$ cat config.mk
export PLATFORM = sky130hd
export DESIGN_NAME = ps2_host_tx
export DESIGN_NICKNAME = d
export VERILOG_FILES = /design/src/rtl/ps2_host_tx.sv
export SDC_FILE = /design/constraint.sdc
export NUM_CORES = 1
export LEC_CHECK = 0
export ABC_AREA = 0
export BUFFER_PORTS_ARGS = -buffer_cell sky130_fd_sc_hd__buf_2
export CORE_ASPECT_RATIO = 2
export CORE_MARGIN = 1.5
export CORE_UTILIZATION = 58
export DETAILED_ROUTE_END_ITERATION = 10
export GPL_ROUTABILITY_DRIVEN = 0
export GPL_TIMING_DRIVEN = 1
export PLACE_DENSITY = 0.9
export REMOVE_ABC_BUFFERS = 1
export SETUP_SLACK_MARGIN = 0.5
export SYNTH_ARGS = -nofsm -noshare
export SYNTH_HDL_FRONTEND = slang
export SYNTH_SLANG_ARGS = --single-unit
$ cat constraint.sdc
create_clock -name clock -period 2.1 [get_ports clock]
set_clock_uncertainty 0.1 [all_clocks]
set_input_delay 0.105 -clock clock [delete_from_list [all_inputs] [get_ports clock]]
set_output_delay 0.105 -clock clock [all_outputs]
set_load 0.01 [all_outputs]
$ cat src/rtl/ps2_host_tx.sv
`default_nettype none
// ============================================================================
//  Module      : ps2_host_tx
//  Description : Host-to-device PS/2 command transmitter driving open-drain
//                clock/data enables, with valid/ready byte input and
//                done/error completion pulses.
//  Revision    : 1.0 - initial release
// ============================================================================
module ps2_host_tx #(
    parameter int INHIBIT_CYCLES = 5000,
    parameter int TIMEOUT_CYCLES = 750000
) (
    input  logic       clock,
    input  logic       resetn,
    input  logic [7:0] tx_data,
    input  logic       tx_valid,
    output logic       tx_ready,
    output logic       tx_done,
    output logic       tx_error,
    output logic       busy,
    input  logic       ps2_clk_in,
    input  logic       ps2_data_in,
    output logic       ps2_clk_oe,
    output logic       ps2_data_oe
);

    localparam int c_MAX_CYC = (INHIBIT_CYCLES > TIMEOUT_CYCLES) ? INHIBIT_CYCLES : TIMEOUT_CYCLES;
    localparam int c_CNT_W   = $clog2(c_MAX_CYC + 1);

    localparam logic [c_CNT_W-1:0] c_INH_LAST = c_CNT_W'(INHIBIT_CYCLES - 1);
    localparam logic [c_CNT_W-1:0] c_TMO_LAST = c_CNT_W'(TIMEOUT_CYCLES - 1);
    localparam logic [3:0]         c_IDX_STOP = 4'd10;

    localparam logic [2:0] c_IDLE      = 3'd0;
    localparam logic [2:0] c_INHIBIT   = 3'd1;
    localparam logic [2:0] c_START     = 3'd2;
    localparam logic [2:0] c_SHIFT     = 3'd3;
    localparam logic [2:0] c_ACK_CHECK = 3'd4;
    localparam logic [2:0] c_WAIT_IDLE = 3'd5;
    localparam logic [2:0] c_ERROR     = 3'd6;

    logic [2:0]         r_state;
    logic [2:0]         w_next_state;
    logic [10:0]        r_frame;
    logic [c_CNT_W-1:0] r_cnt;
    logic [3:0]         r_idx;
    logic               r_clk_s1;
    logic               r_clk_sync;
    logic               r_clk_prev;
    logic               r_fall;
    logic               r_data_s1;
    logic               r_data_sync;
    logic               w_timeout;

    assign w_timeout = (r_cnt == c_TMO_LAST);

    // Synchronizers idle high so reset never fabricates a falling edge
    always_ff @(posedge clock) begin
        if (!resetn) begin
            r_clk_s1    <= 1'b1;
            r_clk_sync  <= 1'b1;
            r_clk_prev  <= 1'b1;
            r_fall      <= 1'b0;
            r_data_s1   <= 1'b1;
            r_data_sync <= 1'b1;
        end else begin
            r_clk_s1    <= ps2_clk_in;
            r_clk_sync  <= r_clk_s1;
            r_clk_prev  <= r_clk_sync;
            r_fall      <= r_clk_prev & ~r_clk_sync;
            r_data_s1   <= ps2_data_in;
            r_data_sync <= r_data_s1;
        end
    end

    always_ff @(posedge clock) begin
        if (!resetn) begin
            r_state <= c_IDLE;
            r_frame <= 11'h7ff;
            r_cnt   <= '0;
            r_idx   <= '0;
        end else begin
            r_state <= w_next_state;
            case (r_state)
                c_IDLE: begin
                    if (tx_valid) begin
                        r_frame <= {1'b1, ~^tx_data, tx_data, 1'b0};
                        r_cnt   <= '0;
                    end
                end
                c_INHIBIT: r_cnt <= r_cnt + c_CNT_W'(1);
                c_START: begin
                    r_cnt <= '0;
                    r_idx <= '0;
                end
                c_SHIFT: begin
                    r_cnt <= r_cnt + c_CNT_W'(1);
                    if (r_fall && (r_idx != c_IDX_STOP)) begin
                        r_idx <= r_idx + 4'd1;
                    end
                end
                c_ACK_CHECK, c_WAIT_IDLE: r_cnt <= r_cnt + c_CNT_W'(1);
                default: begin
                    r_cnt <= '0;
                    r_idx <= '0;
                end
            endcase
        end
    end

    always_comb begin
        w_next_state = r_state;
        tx_ready     = 1'b0;
        tx_done      = 1'b0;
        tx_error     = 1'b0;
        ps2_clk_oe   = 1'b0;
        ps2_data_oe  = 1'b0;
        busy         = (r_state != c_IDLE);
        case (r_state)
            c_IDLE: begin
                tx_ready = 1'b1;
                if (tx_valid) w_next_state = c_INHIBIT;
            end
            c_INHIBIT: begin
                ps2_clk_oe = 1'b1;
                if (r_cnt == c_INH_LAST) w_next_state = c_START;
            end
            c_START: begin
                ps2_clk_oe   = 1'b1;
                ps2_data_oe  = 1'b1;
                w_next_state = c_SHIFT;
            end
            c_SHIFT: begin
                ps2_data_oe = ~r_frame[r_idx];
                if (w_timeout) w_next_state = c_ERROR;
                else if (r_fall && (r_idx == c_IDX_STOP)) w_next_state = c_ACK_CHECK;
            end
            c_ACK_CHECK: begin
                if (w_timeout || r_data_sync) w_next_state = c_ERROR;
                else w_next_state = c_WAIT_IDLE;
            end
            c_WAIT_IDLE: begin
                // Timeout wins so done and error can never both fire for one frame
                if (w_timeout) begin
                    w_next_state = c_ERROR;
                end else if (r_clk_sync && r_data_sync) begin
                    tx_done      = 1'b1;
                    w_next_state = c_IDLE;
                end
            end
            c_ERROR: begin
                tx_error     = 1'b1;
                w_next_state = c_IDLE;
            end
            default: w_next_state = c_IDLE;
        endcase
    end

endmodule
`default_nettype wire
## After elaboration in Yosys (flattened, before gate mapping)

Cells that the tools add are included.

- Add/sub/neg operators: 2
- $mul: 0
- Div/mod/pow operators: 0
- Order comparisons: 1
- Equality and inequality tests: 15
- Shift-type cells: 0
- Mux-type cells: 21
- Bitwise logic cells: 4
- Reduce and logical (&&, ||, !) cells: 13

Operator list:

| cell | number |
|---|---|
| 20-bit one-hot mux with 2 select lines | 1 |
| 20-bit by 1-bit adder with 20-bit output, second input constant | 1 |
| 20-bit by 13-bit equality test with 1-bit output, second input constant | 1 |
| 20-bit equality test, second input constant | 1 |
| 20-bit two-way mux | 1 |
| 3-bit two-way mux | 6 |
| 3-bit one-hot mux with 6 select lines | 1 |
| 3-bit equality test, second input constant | 3 |
| 4-bit one-hot mux with 2 select lines | 1 |
| 4-bit OR reduction | 2 |
| 8-bit XNOR reduction | 1 |
| 1-bit two-way mux | 7 |
| 3-bit by 2-bit equality test with 1-bit output, second input constant | 2 |
| 2-bit != test, second input constant | 3 |
| 3-bit != test, second input constant | 2 |
| 4-bit by 5-bit less-than comparator with 1-bit output, second input constant | 1 |
| 4-bit by 1-bit adder with 4-bit output, second input constant | 1 |
| 1-bit binary-select mux with 4-bit select | 1 |
| 4-bit equality test, second input constant | 1 |
| 4-bit two-way mux | 1 |
| 4-bit != test, second input constant | 1 |
| 2-bit AND reduction | 2 |
| 4-bit AND reduction | 1 |
| 3-bit by 1-bit equality test with 1-bit output, second input constant | 1 |
| other kinds (9) | 13 |

- Bits in registers: 43
- Bits in latches: 0
- Memory bits (writable): 0
- Memory bits (read-only): 0
- Input bits: 13
- Output and inout bits: 6
- Logic and storage cells: 66
- Memories kept: 0

## Depth between registers and ports, before layout

Gate-level depths: netlist (run 1).

- Depth after elaboration: 5
- Gate-level depth with buffers: 8
- Gate-level depth less buffers: 7

## Worst setup path before layout (run 1)

OpenSTA, ideal clock, no wires.

- Path kind: register to register
- Start point: register r_state[0]
- End point: register r_cnt[5]
- Library setup time: 128 ps
- Arrival time: 1538 ps
- Required time: 1872 ps
- Path slack: 334 ps
- Stages on the path, launching flop included: 8
- Buffers on the path: 2
- Clock period less this slack: 1766 ps
- Cell sequence: dfxtp_1 -> buf_6 -> or4_4 -> buf_6 -> nor2b_4 -> and4_4 -> xnor2_1 -> nor2_1

- Cells in the longest elaborated chain, start to end: 3
- Elaborated cells on any way between the ends: 8
- Classes of those cells: eq/ne: 5; mux: 1; reduce/logical: 2

RTL lines:

| item | line | source |
|---|---|---|
| from (decl) | 42 | `logic [2:0] r_state;` |
| from (signal assigned) | 78 | `r_state <= c_IDLE;` |
| from (signal assigned) | 83 | `r_state <= w_next_state;` |
| 3-bit equality test, or another cell as far along | 84 | `case (r_state)` |
| 4-bit OR reduction (no source line) | -- |  |
| 20-bit one-hot mux with 2 select lines | 84 |  |
| to (signal assigned) | 91 | `c_INHIBIT: r_cnt <= r_cnt + c_CNT_W'(1);` |
| to (signal assigned) | 97 | `r_cnt <= r_cnt + c_CNT_W'(1);` |
| to (signal assigned) | 102 | `c_ACK_CHECK, c_WAIT_IDLE: r_cnt <= r_cnt + c_CNT_W'(1);` |
| to (decl) | 45 | `logic [c_CNT_W-1:0] r_cnt;` |

Parallel ways exist; a longest one is shown, timed or not.
A chain may end at the register's enable or synchronous reset.

## Worst setup path in the final report (run 1)

- Start point: register r_state[1]
- End point: output port ps2_data_oe

- Cells in the longest elaborated chain, start to end: 2
- Elaborated cells on any way between the ends: 3
- Classes of those cells: eq/ne: 2; mux: 1

RTL lines:

| item | line | source |
|---|---|---|
| 3-bit by 2-bit equality test with 1-bit output | 119 | `case (r_state)` |
| 1-bit one-hot mux with 2 select lines (*) | 119 |  |
| to (decl) | 24 | `output logic ps2_data_oe` |

Mark *: on every way between the ends. The rest lies on a longest branch, timed or not.

==> results of run 1 <==
-- cells by family after synthesis --
group                    count (synthesis)  share of synthesized area, %
AND/OR/NAND/NOR                        140                         34.68
flip-flops                              43                         39.84
XOR/XNOR                                29                         11.75
buffers and inverters                   19                         3.995
AO/OA/AOI/OAI                           18                         4.980
multiplexers                             4                         3.011
adder cells (fa/ha/maj)                  3                         1.737
-- critical path: cells and delay by family, from the launching register on --
| family | cells | cell delay, ns |
|---|---|---|
| AND/OR/NAND/NOR | 1 | 0.28 |
| buffers and inverters | 2 | 0.39 |
| flip-flops | 1 | 0.47 |
| AO/OA/AOI/OAI | 1 | 0.22 |
-- final cells by class --
class                      instances  area, um^2
tap                               49       61.31
sequential                        43       899.6
multi-input combinational        194        1410
clock inverter                     2       35.03
fill                             235       763.2
timing repair buffer              45       332.8
inverter                           6       22.52
clock buffer                       6       82.58
-- routing by layer --
layer / global-route usage [%] / up-vias / share of wire, % / routed length, um
met4: 16.36 / 0 / 5.6 / 331
met3: 4.848 / 32 / 3.4 / 205
met5: 0 / - / 0 / 0
li1: - / 950 / - / -
met1: 23.32 / 984 / 34 / 2005
met2: 53.03 / 62 / 57 / 3403
-- flip-flops by register name, indices dropped and copies added, names as in the netlist --
name and cells:
r_clk_prev 1, r_clk_s1 1, r_clk_sync 1, r_cnt 20, r_data_s1 1, r_data_sync 1, r_fall 1, r_frame 10
r_idx 4, r_state 3
-- where the power goes --
group | total [uW] | internal, uW | switching [uW]
combinational | 780 | 329 | 451
clock | 674 | 385 | 289
sequential | 974 | 899 | 75.4
-- synthesized netlist by cell type, types with 5 or more instances --
cell type	n	share of area, %
a21oi_1	10	2.3
clkbuf_1	11	1.9
dfxtp_1	43	40
inv_1	6	1.0
nand2_1	34	5.9
nand2b_1	9	2.6
nand3_1	20	4.6
nand4_1	7	2.0
nand4b_1	5	2.0
nor2_1	31	5.4
nor2b_1	5	1.4
nor3_1	6	1.4
xnor2_1	13	5.3
xor2_1	16	6.5
-- metrics by stage --
stage / instance area (um^2) / util [%] / total power (uW) / std cells
final: 2844 / 78.84 / 2429 / 345
after global routing: 2844 / 78.84 / 2551 / 345
after CTS: 2608 / 72.29 / 2325 / 337
after detailed placement: 2286 / 63.37 / 1630 / 315
after global placement: 2286 / 63.37 / 1610 / 315
after floorplan: 2097 / - / 1414 / 243
-- worst max-delay path by stage --
| stage | start | to | slack [ns] | cells past startpoint |
|---|---|---|---|---|
| floorplan | r_state[0] | r_cnt[5] | 0.33 | 5 |
| global placement | r_state[1] | r_cnt[5] | 0.42 | 5 |
| detailed placement | r_cnt[3] | r_cnt[19] | 0.38 | 5 |
| CTS | r_idx[0] | ps2_data_oe | 0.31 | 4 |
| global route | r_idx[0] | ps2_data_oe | 0.16 | 6 |
| finish | r_state[1] | ps2_data_oe | 0.22 | 4 |
-- what timing repair did --
| item | in CTS | in global routing |
|---|---|---|
| setup buffers | 4 | 8 |
| hold buffers | 10 | 0 |
| cloned | 0 | 0 |
| endpoints found under the setup margin | 27 | 38 |
| endpoints found under the hold margin | 10 | 0 |
| pin swaps | 13 | 25 |
| resized for setup | 28 | 44 |
==> flow_summary.yaml, run 1 <==
clock_network:
  cts_max_path_buffers: 2
  clkLatencyLatePin_ns: 0.30
  clk_pin_slew_ns: 0.08
  cts_sinks: 43
  cts_tree: "done"
  ctsHtreeMaxLevel: 2
  cts_inserted_buffers: 5
  root_buffer: "clkbuf_8"
pwr:
  leakage_uw: 0.001091
  vdd_drop_max_v: 0.0006442
  p_per_area_nw_per_um2: 854.0
timing:
  relSlewSlack_pct: 66.52
  rsz0062_at_grt: "yes"
  whs_ns: 0.06649
  period_share_pct: 89.30
  max_freq_mhz: 533.3
  finalSetupViolCount: 0
  setup_slack_ns: 0.2248
  period_needed_ns: 1.875
  drv_slew: 0
  tightest_slew_ns: 0.4968
  tns_ns: 0
  timing_hold_violations_final: 0
setup_path:
  r2r_cells: 5
  crit_type: "flip-flop to output port"
  max_stage_delay_ns: 0.47
  reg2reg_slack_ns: 0.40
  cp.required_ns: 1.89
  timing.rr.end: "r_cnt[5]"
  crit_fanout: 13
  cp_slowest_cell: "dfxtp_1"
  start_kind: "flip-flop"
  rr_startpoint: "r_state[2]"
  worstPathArrival_ns: 1.67
  critPathCaptureType: "output port"
  crit_chain: "buf_4, nor2b_2, o311a_1, buf_2"
global_routing:
  grt_pass1_vias: 1926
  track_usage_pct: 27.30
  antenna_found_initial: 0
  grt_pass1_wl_mm: 8.114
  globalRouteOverflowTotal: 0
  grt_max_degree: 24
layout:
  antennaDiodeCount: 0
  final_common_cell: "nand2_1"
  nNetsFinal: 311
  final_cell_mix: "nand2_1, nor2_1, dfxtp_1, buf_2"
  area_delta_synth_final_pct: 31.62
  drive_gt1_share_pct: 35.47
job:
  maxCapViolations: 0
floorplanning:
  die_h_um: 89.32
  core_area_um2: 3607
  initial_core_util_pct: 59.90
  fp.dieW_um: 46.16
  rows: 31
  io_pins: 19
  dieArea_um2: 4123
logic_synthesis:
  async_reset_ff_share_pct: 0
  synthesis.area_um2: 2161
  synth_cells: 256
  synth_edf_count: 0
  ys_seq_area_share_pct: 39.84
  synth.avg_cell_area_um2: 8.441
  ys_ff_latch: 43
  synth_warnings: 0
  synth.distinct_cells: 39
  ys.flop_type: "dfxtp_1"
hold_path:
  min_to: "r_frame[0]"
  holdPathStages: 2
  hp-class: "primary input to flip-flop"
  hp-start: "resetn"
drt:
  wl_per_cell_um: 17.23
  route.detailed.drc: 0
  wirelength_mm: 5.945
  drtIter0Drc: 78
  vias: 2028
  postRouteAntennaNets: 0
  avgViaCountPerCell: 5.878
  drtPass1Iterations: 4
place:
  place_ws_ns: 0.3821
  io_buffers: 18
  dp_hpwl_mm: 3.489
status:
  status: "completed"
No activity file was read; power rests on OpenSTA's default activity.
==> inputs of run 2 (changes only) <==
Settings changed: CORE_UTILIZATION 58 to 60, PLACE_DENSITY 0.9 to 0.92.
Clock period 2.1 ns to 2.2 ns, I/O delays scaled along.
==> run 2 against run 1 <==
  * Cell count is 0.29% higher
  * Largest cell class unchanged
  * Critical endpoint unchanged
  * Global-route usage rose by 4.9 points
  * Flip-flop and latch count unchanged
  * Design area fell by 3.0%
  * Non-clock buffer count up 2
  * Power shrank 5.7%
==> flow_summary.yaml, run 2 (same netlist as run 1, synthesis figures left out) <==
setup_path:
  crit_fanout: 3
  rr_startpoint: "r_cnt[11]"
  crit_type: "flip-flop to output port"
  worstPathArrival_ns: 1.65
  critPathTopFamily: "multiplexers"
  reg2reg_slack_ns: 0.50
  cp-startpoint: "r_idx[0]"
  timing.rr.end: "r_state[0]"
  cp.required_ns: 1.99
  max_stage_delay_ns: 0.51
  crit_chain: "mux4_2, mux2i_1, o311a_1, buf_2"
  start_kind: "flip-flop"
  critPathCaptureType: "output port"
  cp_slowest_cell: "mux4_2"
  r2r_cells: 6
  crit_buf_inv: 1
job:
  maxCapViolations: 0
floorplanning:
  io_pins: 19
  fp.dieW_um: 45.44
  initial_core_util_pct: 63.26
  rows: 30
  die_h_um: 87.87
  dieArea_um2: 3992
  core_area_um2: 3416
timing:
  max_freq_mhz: 536.9
  finalSetupViolCount: 0
  whs_ns: 0.06363
  setup_slack_ns: 0.3376
  timing_hold_violations_final: 0
  tightest_slew_ns: 0.4140
  period_share_pct: 84.66
  rsz0062_at_grt: "yes"
  relSlewSlack_pct: 72.10
  period_needed_ns: 1.862
  tns_ns: 0
  drv_slew: 0
global_routing:
  track_usage_pct: 32.22
  antenna_found_initial: 0
  grt_max_degree: 24
  grt_pass1_vias: 2080
  globalRouteOverflowTotal: 0
  grt_pass1_wl_mm: 9.321
drt:
  drtPass1Iterations: 5
  wl_per_cell_um: 18.52
  vias: 2137
  postRouteAntennaNets: 0
  avgViaCountPerCell: 6.176
  drtIter0Drc: 115
  route.detailed.drc: 0
  wirelength_mm: 6.408
layout:
  fill_cells: 201
  antennaDiodeCount: 0
  regMostFlops: "r_cnt"
  largest_reg_flops: 20
  final_common_cell: "nand2_1"
  largestRegisters: "r_cnt x20, r_frame x10, r_idx x4"
  nNetsFinal: 313
  final_cell_mix: "nand2_1, nor2_1, dfxtp_1, nand3_1, buf_2"
  area_delta_synth_final_pct: 27.68
  drive_gt1_share_pct: 30.54
clock_network:
  clk_pin_slew_ns: 0.09
  root_buffer: "clkbuf_8"
  cts_sinks: 43
  cts_inserted_buffers: 5
  ctsHtreeMaxLevel: 2
  cts_tree: "done"
  clkLatencyLatePin_ns: 0.31
  cts_max_path_buffers: 2
hold_path:
  hp-class: "primary input to flip-flop"
  min_to: "r_frame[0]"
  hp-start: "resetn"
  holdPathStages: 2
status:
  status: "completed"
pwr:
  leakage_uw: 0.001112
  total_power_uw: 2291
  vdd_drop_max_v: 0.0008203
  p_per_area_nw_per_um2: 830.4
place:
  dp_hpwl_mm: 3.456
  place_ws_ns: 0.4246
  io_buffers: 18
-- run 2: final cells by class --
class | instances | area, um^2 | share of cell area [%]
Clock buffer | 5 | 68.82 | 2.494
Clock inverter | 3 | 47.55 | 1.723
Inverter | 6 | 22.52 | 0.8163
Multi-Input combinational cell | 194 | 1326 | 48.07
Sequential cell | 43 | 895.9 | 32.47
Tap cell | 48 | 60.06 | 2.177
Timing Repair Buffer | 47 | 337.8 | 12.24
-- run 2: worst max path at each step --
| stage | depth (start not counted) | endpoint |
|---|---|---|
| finish | 4 | ps2_data_oe |
| global route | 4 | ps2_data_oe |
| CTS | 4 | ps2_data_oe |
| detailed placement | 5 | r_cnt[5] |
| global placement | 5 | r_cnt[5] |
| floorplan | 5 | r_cnt[5] |
-- run 2: what timing repair did --
action	CTS	global route
endpoints found under the setup margin	31	32
hold buffers	10	0
endpoints found under the hold margin	10	0
setup buffers	8	8
resized for setup	25	25
pin swaps	4	12
-- run 2: stage by stage --
stage          instance area (um^2)  std cells  utilization [%]
6_report                       2759        346            80.77
5_1_grt                        2759        346            80.77
4_1_cts                        2608        338            76.34
3_5_place_dp                   2270        312            66.45
3_3_place_gp                   2270        312            66.45
2_1_floorplan                  2097        243                -
-- run 2: metal layers --
metal  vias to the layer above  global-route usage [%]  part of all wire (%)
li1                        952                       -                     -
met1                      1011                   29.25                    32
met2                       129                   59.41                    55
met3                        45                   5.773                   5.5
met4                         0                   21.93                   7.8
met5                         -                       0                     0
-- run 2: power breakdown --
| group | internal (uW) | switching, uW |
|---|---|---|
| Combinational | 287 | 427 |
| Sequential | 860 | 72.5 |
| Clock | 344 | 301 |
| Total | 1490 | 800 |
==> inputs of run 3 (changes only) <==
Settings changed: CORE_UTILIZATION 60 to 58, PLACE_DENSITY 0.92 to 0.9.
Clock period 2.2 ns to 1.8 ns, I/O delays scaled along.
==> run 3 against run 2 <==
  * The flow now finishes with violations (negative setup slack)
  * Clock-buffer cell count did not move
  * Non-clock buffer count rose by 26
  * Critical path type unchanged
  * Highest routed layer unchanged
  * Critical endpoint is now tx_done
  * Register-to-register slack got worse by 0.58 ns
  * Critical path depth rose by 2
==> flow_summary.yaml, run 3 (same netlist as run 1, synthesis figures left out) <==
setup_path:
  cp.required_ns: 1.61
  rr_startpoint: "r_cnt[10]"
  timing.rr.end: "r_state[1]"
  reg2reg_slack_ns: -0.08
  crit_type: "flip-flop to output port"
  crit_fanout: 3
  start_kind: "flip-flop"
  worstPathArrival_ns: 1.76
  r2r_cells: 6
  critPathCaptureType: "output port"
drt:
  wirelength_mm: 10.51
  avgViaCountPerCell: 7.118
  wl_per_cell_um: 28.18
  drtIter0Drc: 344
  postRouteAntennaNets: 0
  route.detailed.drc: 0
  vias: 2655
  drtPass1Iterations: 5
clock_network:
  cts_sinks: 43
  ctsHtreeMaxLevel: 2
  clkLatencyLatePin_ns: 0.33
  root_buffer: "clkbuf_8"
  cts_tree: "done"
  cts_max_path_buffers: 2
  cts_inserted_buffers: 5
  clk_pin_slew_ns: 0.09
timing:
  period_needed_ns: 1.952
  rsz0062_at_grt: "yes"
  setup_slack_ns: -0.1523
  drv_slew: 0
  whs_ns: 0.1020
  period_share_pct: 108.5
  relSlewSlack_pct: 68.25
  timing_hold_violations_final: 0
  max_freq_mhz: 512.2
  tightest_slew_ns: 0.4747
  finalSetupViolCount: 5
pwr:
  vdd_drop_max_v: 0.001279
  total_power_uw: 3607
  p_int_uw: 2207
  p_clk_share_pct: 22.4
  p_sw_uw: 1400
  leakage_uw: 0.001372
  swShare_pct: 38.81
  pwr-share-seq_pct: 33.2
  pwr-share-comb_pct: 44.4
  p_per_area_nw_per_um2: 1051
floorplanning:
  rows: 31
  dieArea_um2: 4123
  io_pins: 19
  die_h_um: 89.32
  initial_core_util_pct: 59.90
  fp.dieW_um: 46.16
  core_area_um2: 3607
layout:
  nNetsFinal: 339
  largest_reg_flops: 20
  final_common_cell: "nor2_1"
  drive_gt1_share_pct: 52.47
  area_delta_synth_final_pct: 58.89
  antennaDiodeCount: 0
  layout.cells.non_filler: 373
  final_cell_mix: "nor2_1, dfxtp_1, buf_4, nand2_1, buf_6"
  largestRegisters: "r_cnt x20, r_frame x10, r_idx x4"
  regMostFlops: "r_cnt"
  fill_cells: 83
place:
  place_ws_ns: 0.08764
  dp_hpwl_mm: 3.613
  io_buffers: 18
  dp.cells: 321
global_routing:
  grt_max_degree: 21
  grt_pass1_wl_mm: 10.81
  antenna_found_initial: 0
  grt_pass1_vias: 2223
  globalRouteOverflowTotal: 0
  track_usage_pct: 37.50
hold_path:
  holdPathStages: 3
  hp-start: "resetn"
  hp-class: "primary input to flip-flop"
  min_to: "r_frame[8]"
status:
  status: "finished, violations left"
  failed_checks: "negative setup slack"
job:
  maxCapViolations: 0
==> run 3: cell count changes in the layout (fill, tap and decap cells not counted), moves of 4 or more <==
cell | before | now
nand3_1 | 20 | 5
buf_4 | 16 | 24
nand2_1 | 32 | 20
a21oi_1 | 8 | 4
nand2_2 | 2 | 11
buf_6 | 2 | 17
xnor2_2 | 1 | 6
dfxtp_4 | 6 | 11
xnor2_1 | 12 | 7
nand3_2 | 0 | 14
==> run 3: metrics by stage <==
stage / utilization (%) / instance area, um^2 / setup TNS (ns)
2_1_floorplan: - / 2097 / 0
3_3_place_gp: 64.97 / 2344 / 0
3_5_place_dp: 64.97 / 2344 / 0
4_1_cts: 83.59 / 3015 / 0
5_1_grt: 95.18 / 3433 / -0.7104
6_report: 95.18 / 3433 / -0.3076
==> run 3: per-layer routing <==
layer  GRT usage [%]  routed length (um)  up-vias
li1                -                   -     1008
met1           35.66                3125     1209
met2           67.05                4965      289
met3           8.485                1060      149
met4           24.68                1360        0
met5               0                   0        -
==> run 3: timing repair <==
| item | 4_1_cts | 5_1_grt |
|---|---|---|
| gates cloned | 1 | 0 |
| setup buffers | 21 | 10 |
| endpoints found under the setup margin | 43 | 43 |
| gates resized for setup | 75 | 74 |
| hold endpoints to repair | 12 | 0 |
| pin swaps | 39 | 57 |
| hold buffers | 12 | 0 |
==> run 3: power groups by stage <==
stage          Sequential, uW  Clock (uW)  Combinational (uW)
3_3_place_gp             1140           0                 778
4_1_cts                  1140         769                1130
3_5_place_dp             1140           0                 795
2_1_floorplan            1170           0                 480
5_1_grt                  1200         837                1640
6_report                 1200         808                1600
==> run 3: worst max-delay path, cell delays in order, from the launching register on <==
cell and delay [ns]:
dfxtp_1 0.38, nor4b_2 0.36, nand4b_1 0.18, buf_4 0.18, nor2_4 0.11, nor3_2 0.07, buf_2 0.16
==> run 3: area by class of cell <==
class / instances / area, um^2 / area share [%]
clock buffer: 5 / 68.82 / 2.004
inverter: 6 / 25.02 / 0.7289
timing repair buffer: 73 / 659.4 / 19.21
multi-input combinational: 194 / 1664 / 48.47
sequential: 43 / 910.9 / 26.53
tap: 49 / 61.31 / 1.786
clock inverter: 3 / 43.79 / 1.276
==> run 3: worst max path at each step <==
| stage | start | slack (ns) | endpoint |
|---|---|---|---|
| floorplan | r_state[0] | 0.03 | r_cnt[5] |
| finish | r_cnt[10] | -0.15 | tx_done |
| global placement | r_idx[0] | 0.13 | ps2_data_oe |
| global route | r_cnt[10] | -0.17 | tx_done |
| detailed placement | r_cnt[3] | 0.09 | r_cnt[13] |
| CTS | r_idx[0] | 0.02 | ps2_data_oe |
